[src/rtl/hit_trg_count.sv]
// Trigger-board rate/health monitor: per-window event counters on trigger strobes
// plus width-qualified pulse monitors on a selectable hit pair and busy line.

module htc_mon #(
   parameter int WIDTH = 4
) (
   input  logic clk_i,
   input  logic rst_i,
   input  logic clr_i,
   input  logic act_i,
   output logic cnt_o,
   output logic err_o
);
   localparam int LW = $clog2(WIDTH + 1);

   typedef enum logic [1:0] {IDLE, ACTIVE, HELD} state_e;

   state_e        state_q, state_d;
   logic [LW-1:0] len_q, len_d;

   always_ff @(posedge clk_i) begin
      if (rst_i) begin
         state_q <= IDLE;
         len_q   <= '0;
      end else begin
         state_q <= state_d;
         len_q   <= len_d;
      end
   end

   always_comb begin
      state_d = state_q;
      len_d   = len_q;
      cnt_o   = 1'b0;
      err_o   = 1'b0;
      case (state_q)
         IDLE: if (act_i) begin
            if (WIDTH <= 1) begin
               cnt_o   = 1'b1;
               state_d = HELD;
            end else begin
               len_d   = LW'(1);
               state_d = ACTIVE;
            end
         end
         ACTIVE: if (act_i) begin
            len_d = len_q + 1'b1;
            if (len_d == LW'(WIDTH)) begin
               cnt_o   = 1'b1;
               state_d = HELD;
            end
         end else begin
            err_o   = 1'b1;
            state_d = IDLE;
         end
         HELD: if (!act_i) state_d = IDLE;
         default: state_d = IDLE;
      endcase
      // window close restarts qualification so a selection change never mixes channels
      if (clr_i) state_d = IDLE;
   end
endmodule

module htc_cnt #(
   parameter int W = 16
) (
   input  logic         clk_i,
   input  logic         rst_i,
   input  logic         close_i,
   input  logic [1:0]   inc_i,
   output logic [W-1:0] cnt_o
);
   logic [W-1:0] acc_q, acc_d, out_q, base;
   logic [W:0]   sum;

   // an event in the close cycle belongs to the new window
   always_comb begin
      base  = close_i ? '0 : acc_q;
      sum   = {1'b0, base} + {{(W-1){1'b0}}, inc_i};
      acc_d = sum[W] ? '1 : sum[W-1:0];
   end

   always_ff @(posedge clk_i) begin
      if (rst_i) begin
         acc_q <= '0;
         out_q <= '0;
      end else begin
         acc_q <= acc_d;
         if (close_i) out_q <= acc_q;
      end
   end

   assign cnt_o = out_q;
endmodule

module hit_trg_count #(
   parameter int   HIT_WIDTH        = 4,
   parameter int   BUSY_WIDTH       = 4,
   parameter logic MONIT_HIT_0_IDLE = 1'b0,
   parameter logic MONIT_HIT_1_IDLE = 1'b0,
   parameter logic MONIT_BUSY_IDLE  = 1'b0
) (
   input  logic        clk_in,
   input  logic        rst_in,
   input  logic [7:0]  hit_syn_in,
   input  logic [1:0]  busy_syn_in,
   input  logic        hit_start_in,
   input  logic        update_end_in,
   input  logic        eff_trg_in,
   input  logic        coincid_trg_in,
   input  logic        logic_match_in,
   input  logic        ext_trg_syn_in,
   input  logic [2:0]  hit_monit_fix_sel_in,
   input  logic        busy_monit_fix_sel_in,
   output logic [2:0]  hit_monit_sel_out,
   output logic [7:0]  hit_monit_err_cnt_out,
   output logic [7:0]  busy_monit_err_cnt_out,
   output logic [31:0] hit_monit_cnt_0_out,
   output logic [31:0] hit_monit_cnt_1_out,
   output logic [15:0] busy_monit_cnt_out,
   output logic [15:0] hit_start_cnt_out,
   output logic [15:0] logic_match_cnt_out,
   output logic [15:0] eff_trg_cnt_out,
   output logic [15:0] coincid_trg_cnt_out,
   output logic [15:0] ext_trg_cnt_out
);
   logic       hs_prev_q, lm_prev_q, eff_prev_q, co_prev_q, ext_prev_q, upd_prev_q;
   logic [2:0] sel_q;
   logic       bsel_q;
   logic       close;
   logic       h0_cnt, h0_err, h1_cnt, h1_err, b_cnt, b_err;
   logic       h0_act, h1_act, b_act;

   assign close = update_end_in & ~upd_prev_q;

   always_ff @(posedge clk_in) begin
      if (rst_in) begin
         hs_prev_q  <= 1'b0;
         lm_prev_q  <= 1'b0;
         eff_prev_q <= 1'b0;
         co_prev_q  <= 1'b0;
         ext_prev_q <= 1'b0;
         upd_prev_q <= 1'b0;
         sel_q      <= '0;
         bsel_q     <= 1'b0;
      end else begin
         hs_prev_q  <= hit_start_in;
         lm_prev_q  <= logic_match_in;
         eff_prev_q <= eff_trg_in;
         co_prev_q  <= coincid_trg_in;
         ext_prev_q <= ext_trg_syn_in;
         upd_prev_q <= update_end_in;
         if (close) begin
            sel_q  <= hit_monit_fix_sel_in;
            bsel_q <= busy_monit_fix_sel_in;
         end
      end
   end

   assign h0_act = hit_syn_in[sel_q] ^ MONIT_HIT_0_IDLE;
   assign h1_act = hit_syn_in[sel_q + 3'd1] ^ MONIT_HIT_1_IDLE;
   assign b_act  = busy_syn_in[bsel_q] ^ MONIT_BUSY_IDLE;
   assign hit_monit_sel_out = sel_q;

   htc_mon #(.WIDTH(HIT_WIDTH)) u_mon_h0 (.clk_i(clk_in), .rst_i(rst_in), .clr_i(close),
      .act_i(h0_act), .cnt_o(h0_cnt), .err_o(h0_err));
   htc_mon #(.WIDTH(HIT_WIDTH)) u_mon_h1 (.clk_i(clk_in), .rst_i(rst_in), .clr_i(close),
      .act_i(h1_act), .cnt_o(h1_cnt), .err_o(h1_err));
   htc_mon #(.WIDTH(BUSY_WIDTH)) u_mon_b (.clk_i(clk_in), .rst_i(rst_in), .clr_i(close),
      .act_i(b_act), .cnt_o(b_cnt), .err_o(b_err));

   htc_cnt #(.W(8)) u_cnt_herr (.clk_i(clk_in), .rst_i(rst_in), .close_i(close),
      .inc_i({h0_err & h1_err, h0_err ^ h1_err}), .cnt_o(hit_monit_err_cnt_out));
   htc_cnt #(.W(8)) u_cnt_berr (.clk_i(clk_in), .rst_i(rst_in), .close_i(close),
      .inc_i({1'b0, b_err}), .cnt_o(busy_monit_err_cnt_out));
   htc_cnt #(.W(32)) u_cnt_h0 (.clk_i(clk_in), .rst_i(rst_in), .close_i(close),
      .inc_i({1'b0, h0_cnt}), .cnt_o(hit_monit_cnt_0_out));
   htc_cnt #(.W(32)) u_cnt_h1 (.clk_i(clk_in), .rst_i(rst_in), .close_i(close),
      .inc_i({1'b0, h1_cnt}), .cnt_o(hit_monit_cnt_1_out));
   htc_cnt #(.W(16)) u_cnt_b (.clk_i(clk_in), .rst_i(rst_in), .close_i(close),
      .inc_i({1'b0, b_cnt}), .cnt_o(busy_monit_cnt_out));
   htc_cnt #(.W(16)) u_cnt_hs (.clk_i(clk_in), .rst_i(rst_in), .close_i(close),
      .inc_i({1'b0, hit_start_in & ~hs_prev_q}), .cnt_o(hit_start_cnt_out));
   htc_cnt #(.W(16)) u_cnt_lm (.clk_i(clk_in), .rst_i(rst_in), .close_i(close),
      .inc_i({1'b0, logic_match_in & ~lm_prev_q}), .cnt_o(logic_match_cnt_out));
   htc_cnt #(.W(16)) u_cnt_eff (.clk_i(clk_in), .rst_i(rst_in), .close_i(close),
      .inc_i({1'b0, eff_trg_in & ~eff_prev_q}), .cnt_o(eff_trg_cnt_out));
   htc_cnt #(.W(16)) u_cnt_co (.clk_i(clk_in), .rst_i(rst_in), .close_i(close),
      .inc_i({1'b0, coincid_trg_in & ~co_prev_q}), .cnt_o(coincid_trg_cnt_out));
   htc_cnt #(.W(16)) u_cnt_ext (.clk_i(clk_in), .rst_i(rst_in), .close_i(close),
      .inc_i({1'b0, ext_trg_syn_in & ~ext_prev_q}), .cnt_o(ext_trg_cnt_out));
endmodule

[config.mk]
export PLATFORM = sky130hd
export DESIGN_NAME = hit_trg_count
export DESIGN_NICKNAME = d
export VERILOG_FILES = /design/src/rtl/hit_trg_count.sv
export SDC_FILE = /design/constraint.sdc
export NUM_CORES = 1
export LEC_CHECK = 0
export CORE_MARGIN = 10
export CORE_UTILIZATION = 56
export CTS_CLUSTER_DIAMETER = 40
export DETAILED_ROUTE_END_ITERATION = 8
export PLACE_DENSITY = 0.81
export SETUP_SLACK_MARGIN = 0.05
export SKIP_LAST_GASP = 1
export SLEW_MARGIN = 30
export SYNTH_ARGS = -nofsm -noshare
export SYNTH_HDL_FRONTEND = slang
export SYNTH_SLANG_ARGS = --single-unit
[constraint.sdc]
create_clock -name clk_in -period 4.2 [get_ports clk_in]
set_input_delay 0.42 -clock clk_in [delete_from_list [all_inputs] [get_ports clk_in]]
set_output_delay 0.42 -clock clk_in [all_outputs]
set_load 0.01 [all_outputs]
==> qor.yml, run 1 <==
sta:
  fin_setup_tns_ns: 0
  grt_setup_unrepaired: "no"
  fin_crit_ns: 3.60
  holdWs_ns: 0.350
  finalMaxSlewViolations: 0
  finalCritPeriodShare: 0.856
  hold_violations: 0
  setup_slack_ns: 0.605
  finClkSkew_ns: 0.0135
  finalSetupViolCount: 0
  relSlewSlack: 0.450
  worst_pin_slew_ns: 0.818
  max_freq_ghz: 0.278
yosys:
  syn_inst: 1953
  synth_area_per_cell_um2: 8.15
  synth_compound_area_frac: 0.128
  yosys.area.top_type: "dfxtp_1"
  synth_nets: 2004
  synthMuxAreaShare: 0.0110
  synth-edff-count: 0
  synth.top_cells.by_area: "dfxtp_1, nand2_1, a21oi_1, xnor2_1, xor2_1"
  yosysUniqueCellTypes: 61
  yosys_register_bits: 377
  synthAdderAreaFrac: 0.0233
  synth_top_family_by_area: "simple AND/OR/NAND/NOR gates"
  synth_most_common_cell: "nand2_1"
  synth-xor-area-share: 0.0743
  netlist_top_cells_count: "nand2_1, dfxtp_1, a21oi_1, xnor2_1, clkbuf_1"
  synthSimpleGateAreaFrac: 0.246
  synth_ff_type: "dfxtp_1"
  synth-warning-count: 0
  syn_area_mm2: 0.0159
  synth_top_area_share: 0.474
  synthArstFlopShare: 0
  ys_seq_area_frac: 0.474
critical_path:
  cp_cell_sequence: "ha_1, mux4_2, mux2i_1, nor2_1, inv_1, nor2_1, ha_1, nand4_1, buf_4, nor3_2, nand3_2, buf_4, a21oi_1"
  max_stage_delay_ns: 0.51
  critPathLaunchType: "flip-flop"
  path_class: "flip-flop to flip-flop"
  critical_path_arrival_ns: 4.05
  crit_family: "simple AND/OR/NAND/NOR gates"
  worst_path_max_delay_cell: "dfxtp_1"
  r2r_setup_slack_ns: 0.60
  end_kind: "flip-flop"
  path_max_fanout: 18
  path_buf_inv: 3
  crit_required_ns: 4.66
finish:
  diodes: 0
  nets: 2153
  final_util: 0.708
  drive_gt1_frac: 0.0631
  areaGrowthSynthToFinish_pct: 24.3
  instances_no_fill: 2516
  final_area_mm2: 0.0198
placed_design:
  dpl_cell_area_mm2: 0.0181
  dp_cells: 2432
  routabilityCongestion: 0.847
  io_buffers: 200
  detailedPlace.worstSlack_ns: 0.501
  dp_hpwl_um: 26300
detailed_routing:
  routed_wl_um: 39700
  wire_per_inst_um: 15.8
  drtAntennaViolNets: 0
  viasPerCell: 5.52
  drtPass1Iterations: 6
  dr_total_vias: 13900
  drc: 0
  drtIter0Drc: 1038
die:
  start_util: 0.570
  die_y_um: 189
  die_area_mm2: 0.0356
  die_w_um: 189
  fp-row-count: 61
  ioPinCount: 201
  coreArea_mm2: 0.0279
clock_tree:
  cts_buffer_depth: 3
  numCtsBuffers: 46
  clkTransAtPathRegs_ns: 0.06
  clock_sink_count: 377
  cts-root-buf: "clkbuf_16"
  cts_hold_buffers: 0
  clk_latency_ns: 0.54
  cts_setup_buffers: 0
  cts-resized-gates: 0
  cts-htree-levels: 2
  cts_tree: "yes"
power_and_ir_drop:
  seqPwrFrac: 0.442
  power_mw: 8.19
  clkPwrFrac: 0.522
  ir_worst_vdd_mv: 0.333
  pwr-share-comb: 0.036
  p_sw_frac: 0.220
  power_leakage_nw: 6.69
  powerDensity_mw_per_mm2: 414
  p_int_mw: 6.39
  power.switching_mw: 1.80
global_route:
  grt_max_degree: 139
  grt-ovfl-total: 0
  grt_pass1_wl_um: 66200
  grt_pass1_vias: 13400
  grt.total_usage: 0.214
  antenna_found_initial: 0
job:
  cap_violations: 0
min_path:
  holdCritPathClass: "input port to flip-flop"
outcome:
  outcome: "finished, final reports clean"
final cells by class:
cell class | count | area, um^2
clock inverters | 27 | 392
fillers | 2142 | 8170
flip-flops and latches | 377 | 7550
multi-input cells | 1414 | 7680
clock buffers | 57 | 1300
repair buffers | 223 | 2230
inverters | 40 | 150
well taps | 378 | 473
flip-flops by register name (all words and copies together), names as in the netlist, 16 cells and up:
| signal | flops |
|---|---|
| u_cnt_b.acc_q | 16 |
| u_cnt_b.cnt_o | 16 |
| u_cnt_co.acc_q | 16 |
| u_cnt_co.cnt_o | 16 |
| u_cnt_eff.acc_q | 16 |
| u_cnt_eff.cnt_o | 16 |
| u_cnt_ext.acc_q | 16 |
| u_cnt_ext.cnt_o | 16 |
| u_cnt_h0.acc_q | 32 |
| u_cnt_h0.cnt_o | 32 |
| u_cnt_h1.acc_q | 32 |
| u_cnt_h1.cnt_o | 32 |
| u_cnt_hs.acc_q | 16 |
| u_cnt_hs.cnt_o | 16 |
| u_cnt_lm.acc_q | 16 |
| u_cnt_lm.cnt_o | 16 |
power groups by stage:
stage               registers, mW  clock network (mW)  logic (mW)
floorplan                    3.69                   0       0.204
global placement             3.69                   0       0.288
detailed placement           3.69                   0       0.295
CTS                          3.62                4.33       0.297
global route                 3.62                4.50       0.327
finish                       3.62                4.28       0.295
layout by cell type (no fill, tap or decap), drive strengths merged, types with 42 or more instances in the layout:
cell type	Yosys	routed
clkbuf	72	57
nand3	66	66
a21oi	317	317
dfxtp	377	377
nand4	42	42
xor2	57	57
inv	40	46
nand2	528	528
nor2	59	59
xnor2	78	78
clkdlybuf4s50	0	199
per-layer routing:
layer	global-route usage	up-vias	wire length (um)
li1	-	6875	-
met5	0	-	0
met4	0.0766	0	1100
met2	0.370	362	19600
met1	0.258	6582	16900
met3	0.0421	71	2100
cells by family after synthesis:
| logic type | Yosys count |
|---|---|
| DFF | 377 |
| muxes | 12 |
| AOI/OAI and AO/OA | 385 |
| buffers and inverters | 162 |
| xor gates and xnor gates | 135 |
| adders and majority gates | 29 |
| and+or+nand+nor | 853 |
final timing paths:
check	end	cells after the start	startpoint
worst max-delay path	u_cnt_h1.acc_q[7]$_SDFF_PP0_	13	hit_monit_sel_out[0]$_SDFFE_PP0P_
worst min-delay path	u_cnt_hs.acc_q[0]$_SDFF_PP0_	2	rst_in
worst max register to register	u_cnt_h1.acc_q[7]$_SDFF_PP0_	13	hit_monit_sel_out[0]$_SDFFE_PP0P_
worst min register to register	u_cnt_berr.cnt_o[0]$_SDFFE_PP0P_	2	u_cnt_berr.cnt_o[0]$_SDFFE_PP0P_
No activity file was read; power rests on OpenSTA's default activity.
==> run 2, diff against run 1 <==
--- a/config.mk
+++ b/config.mk
@@ -7,8 +7,8 @@
 export LEC_CHECK = 0
 export CORE_MARGIN = 10
 export CORE_UTILIZATION = 56
-export CTS_CLUSTER_DIAMETER = 40
 export DETAILED_ROUTE_END_ITERATION = 8
+export HOLD_SLACK_MARGIN = 0.15
 export PLACE_DENSITY = 0.81
 export SETUP_SLACK_MARGIN = 0.05
 export SKIP_LAST_GASP = 1
==> qor.yml, run 2 (synthesis results as in run 1) <==
sta:
  finClkSkew_ns: 0.0133
  max_freq_ghz: 0.276
  finalCritPeriodShare: 0.863
  fin_crit_ns: 3.62
  finalSetupViolCount: 0
  holdWs_ns: 0.387
  hold_violations: 0
  relSlewSlack: 0.453
  fin_setup_tns_ns: 0
  finalMaxSlewViolations: 0
  worst_pin_slew_ns: 0.813
  grt_setup_unrepaired: "no"
die:
  die_area_mm2: 0.0356
  coreArea_mm2: 0.0279
  die_y_um: 189
  fp-row-count: 61
  ioPinCount: 201
  start_util: 0.570
  die_w_um: 189
finish:
  final_cell_mix: "nand2_1, dfxtp_1, a21oi_1"
  nFillCells: 2207
  final_util: 0.695
  multiInputGateArea_mm2: 0.00768
  ff_latch_area_mm2: 0.00755
  areaGrowthSynthToFinish_pct: 22.0
  nets: 2146
  diodes: 0
  final_common_cell: "nand2_1"
  drive_gt1_frac: 0.0537
detailed_routing:
  met3_length_um: 2020
  drtPass1Iterations: 5
  viasPerCell: 5.54
  routed_wl_um: 39300
  dr_total_vias: 13800
  wl_met1_um: 17000
  wire_per_inst_um: 15.7
  drtAntennaViolNets: 0
  dr.max_layer_used: "met4"
  drc: 0
  wl_met2_um: 19300
  drtIter0Drc: 991
critical_path:
  path_buf_inv: 2
  crit_family: "simple AND/OR/NAND/NOR gates"
  cp_cell_sequence: "ha_1, mux4_2, mux2i_1, nor2_1, inv_1, nor2_1, ha_1, nand4_1, buf_4, nor3_2, nand4_1, xnor2_1, a21oi_1"
  crit_required_ns: 4.56
  critPathLaunchType: "flip-flop"
  end_kind: "flip-flop"
  worst_path_max_delay_cell: "dfxtp_1"
  path_class: "flip-flop to flip-flop"
  path_max_fanout: 10
  max_stage_delay_ns: 0.52
  critical_path_arrival_ns: 3.99
global_route:
  antenna_found_initial: 0
  grt.total_usage: 0.210
  grt-ovfl-total: 0
  grt_pass1_vias: 13100
  grt_max_degree: 139
  grt_pass1_wl_um: 64900
job:
  cap_violations: 0
clock_tree:
  clk_latency_ns: 0.52
  clock_sink_count: 377
  cts_tree: "yes"
  numCtsBuffers: 39
  cts_hold_buffers: 0
  cts-htree-levels: 2
  cts_setup_buffers: 0
  cts-root-buf: "clkbuf_16"
  cts_buffer_depth: 3
  clkTransAtPathRegs_ns: 0.06
  cts-resized-gates: 0
power_and_ir_drop:
  p_sw_frac: 0.214
  pwr-share-comb: 0.039
  clkPwrFrac: 0.476
  power_leakage_nw: 6.54
  power.switching_mw: 1.60
  power_mw: 7.46
  p_int_mw: 5.86
  ir_worst_vdd_mv: 0.291
  powerDensity_mw_per_mm2: 384
  seqPwrFrac: 0.485
placed_design:
  io_buffers: 200
  routabilityCongestion: 0.847
  dp_hpwl_um: 26300
outcome:
  outcome: "finished, final reports clean"
min_path:
  holdCritPathClass: "input port to flip-flop"
==> run 2: routing by layer <==
metal,global-route usage,vias to the layer above
met5,0,-
met4,0.0659,0
met3,0.0399,66
met2,0.362,346
met1,0.260,6569
li1,-,6854
==> run 2: path summary, 6_finish.rpt <==
kind                                          start                               to  slack, ns  depth (start not counted)
setup / recovery  hit_monit_sel_out[0]$_SDFFE_PP0P_    u_cnt_h1.acc_q[26]$_SDFF_PP0_       0.58                         13
hold / removal                               rst_in     u_cnt_hs.acc_q[7]$_SDFF_PP0_       0.39                          2
setup reg to reg  hit_monit_sel_out[0]$_SDFFE_PP0P_    u_cnt_h1.acc_q[26]$_SDFF_PP0_       0.58                         13
hold reg to reg     u_cnt_h0.cnt_o[25]$_SDFFE_PP0P_  u_cnt_h0.cnt_o[25]$_SDFFE_PP0P_       0.45                          2
==> run 2: layout make-up <==
class / count / share of cell area
multi-input cells: 1414 / 0.396
flip-flops and latches: 377 / 0.389
repair buffers: 223 / 0.115
clock buffers: 58 / 0.0608
well taps: 378 / 0.0244
inverters: 40 / 0.00774
clock inverters: 9 / 0.00748
==> run 2: stage by stage <==
| stage | worst slack [ns] | instance area [um^2] | cells |
|---|---|---|---|
| global placement | 0.630 | 18100 | 2432 |
| CTS | 0.577 | 19400 | 2499 |
| detailed placement | 0.501 | 18100 | 2432 |
| global route | 0.257 | 19400 | 2499 |
| finish | 0.576 | 19400 | 2499 |
| floorplan | 0.883 | 15900 | 1953 |
==> run 2: power groups by stage <==
stage	clock (mW)	sequential, mW	combinational, mW
2_1_floorplan	0	3.69	0.204
5_1_grt	3.76	3.62	0.326
3_3_place_gp	0	3.69	0.288
4_1_cts	3.59	3.62	0.296
3_5_place_dp	0	3.69	0.295
6_report	3.55	3.62	0.294
==> run 2: worst reg2reg max path: cells and delay by family (launching register included) <==
kind,cells,cell delay (ns)
adders and majority gates,2,0.61
and+or+nand+nor,5,1.38
buffers and inverters,2,0.33
xor gates and xnor gates,1,0.20
DFF,1,0.52
muxes,2,0.36
AOI/OAI and AO/OA,1,0.08
==> run 3, diff against run 2 <==
--- a/config.mk
+++ b/config.mk
@@ -5,7 +5,6 @@
 export SDC_FILE = /design/constraint.sdc
 export NUM_CORES = 1
 export LEC_CHECK = 0
-export CORE_MARGIN = 10
 export CORE_UTILIZATION = 56
 export DETAILED_ROUTE_END_ITERATION = 8
 export HOLD_SLACK_MARGIN = 0.15
==> qor.yml, run 3 (synthesis results as in run 1) <==
critical_path:
  path_buf_inv: 2
  cp_cell_sequence: "ha_1, mux4_2, mux2i_1, nor2_1, inv_1, nor2_1, ha_1, nand4_1, buf_4, nor3_2, nand3b_1, mux2_2, nor2_1"
  path_max_fanout: 10
  critPathLaunchType: "flip-flop"
  cpMostUsedCell: "nor2_1"
  crit_required_ns: 4.65
  crit_family: "simple AND/OR/NAND/NOR gates"
  worst_path_max_delay_cell: "dfxtp_1"
  max_stage_delay_ns: 0.51
  end_kind: "flip-flop"
  path_class: "flip-flop to flip-flop"
  critical_path_arrival_ns: 4.09
placed_design:
  io_buffers: 200
  routabilityCongestion: 0.849
  dpl_cell_area_mm2: 0.0181
  detailedPlace.worstSlack_ns: 0.456
  dp_hpwl_um: 24800
power_and_ir_drop:
  power_mw: 7.71
  power.switching_mw: 1.65
  power_leakage_nw: 6.59
  p_sw_frac: 0.214
  pwr-share-comb: 0.039
  powerDensity_mw_per_mm2: 395
  p_int_mw: 6.06
  clkPwrFrac: 0.492
  seqPwrFrac: 0.469
  ir_worst_vdd_mv: 0.240
detailed_routing:
  drtPass1Iterations: 5
  wire_per_inst_um: 15.2
  drc: 0
  routed_wl_um: 38100
  drtIter0Drc: 959
  viasPerCell: 5.53
  drtAntennaViolNets: 0
  dr_total_vias: 13900
global_route:
  grt.total_usage: 0.259
  grt-ovfl-total: 0
  grt_pass1_vias: 13000
  antenna_found_initial: 0
  grt_pass1_wl_um: 62800
  grt_max_degree: 204
die:
  start_util: 0.571
  die_w_um: 171
  coreArea_mm2: 0.0279
  die_y_um: 171
  ioPinCount: 201
  die_area_mm2: 0.0291
  fp-row-count: 61
sta:
  holdWs_ns: 0.329
  grt_setup_unrepaired: "no"
  setup_slack_ns: 0.563
  fin_setup_tns_ns: 0
  relSlewSlack: 0.370
  worst_pin_slew_ns: 0.932
  finalCritPeriodShare: 0.866
  max_freq_ghz: 0.275
  finalMaxSlewViolations: 0
  hold_violations: 0
  fin_crit_ns: 3.64
  finalSetupViolCount: 0
  finClkSkew_ns: 0.0116
finish:
  final_common_cell: "nand2_1"
  final_area_mm2: 0.0195
  multiInputGateArea_mm2: 0.00768
  drive_gt1_frac: 0.0574
  ff_latch_area_mm2: 0.00755
  nets: 2146
  final_cell_mix: "nand2_1, dfxtp_1, a21oi_1"
  areaGrowthSynthToFinish_pct: 22.8
  diodes: 0
  nFillCells: 2199
clock_tree:
  cts_setup_buffers: 0
  cts-root-buf: "clkbuf_16"
  clkTransAtPathRegs_ns: 0.06
  clk_latency_ns: 0.52
  cts_hold_buffers: 0
  cts_tree: "yes"
  numCtsBuffers: 39
  cts_buffer_depth: 3
  cts-htree-levels: 2
  clock_sink_count: 377
  cts-resized-gates: 0
min_path:
  holdCritPathClass: "input port to flip-flop"
job:
  cap_violations: 0
outcome:
  outcome: "finished, final reports clean"
[run 3: cell count changes in the layout (fill, tap and decap cells not counted), sizes merged]
cell,before,now
bufinv,4,7
clkbuf,58,55
clkinv,5,7
clkinvlp,0,1
inv,40,41
[run 3: area by class of cell]
| class | count | area share |
|---|---|---|
| sequential | 377 | 0.386 |
| tap | 378 | 0.0242 |
| inverter | 40 | 0.00769 |
| clock buffer | 55 | 0.0598 |
| timing repair buffer | 223 | 0.115 |
| clock inverter | 16 | 0.0137 |
| multi-input combinational | 1414 | 0.393 |
[run 3: metal layers]
| layer | share of wire | global-route usage | up-vias | wire length (um) |
|---|---|---|---|---|
| met3 | 0.046 | 0.0396 | 84 | 1740 |
| met1 | 0.44 | 0.329 | 6543 | 16700 |
| met4 | 0.028 | 0.0893 | 0 | 1070 |
| met2 | 0.49 | 0.447 | 371 | 18600 |
| met5 | 0 | 0 | - | 0 |
| li1 | - | - | 6856 | - |
[run 3: metrics by stage]
stage               utilization  cells
floorplan                     -   1953
detailed placement        0.649   2432
CTS                       0.701   2503
finish                    0.701   2503
global route              0.701   2503
global placement          0.649   2432
[run 3: path summary, 6_finish.rpt]
kind,startpoint,to,slack (ns),cells after the start
hold reg to reg,u_cnt_eff.cnt_o[6]$_SDFFE_PP0P_,u_cnt_eff.cnt_o[6]$_SDFFE_PP0P_,0.45,2
hold / removal,rst_in,u_cnt_b.cnt_o[10]$_SDFFE_PP0P_,0.33,2
setup / recovery,hit_monit_sel_out[0]$_SDFFE_PP0P_,u_cnt_h1.acc_q[30]$_SDFF_PP0_,0.56,13
setup reg to reg,hit_monit_sel_out[0]$_SDFFE_PP0P_,u_cnt_h1.acc_q[30]$_SDFF_PP0_,0.56,13
[run 3: power by group through the flow]
stage	clock, mW	combinational, mW	sequential [mW]
after global routing	3.98	0.326	3.62
final	3.79	0.298	3.62
after floorplan	0	0.204	3.69
after CTS	3.85	0.299	3.62
after detailed placement	0	0.298	3.69
after global placement	0	0.291	3.69
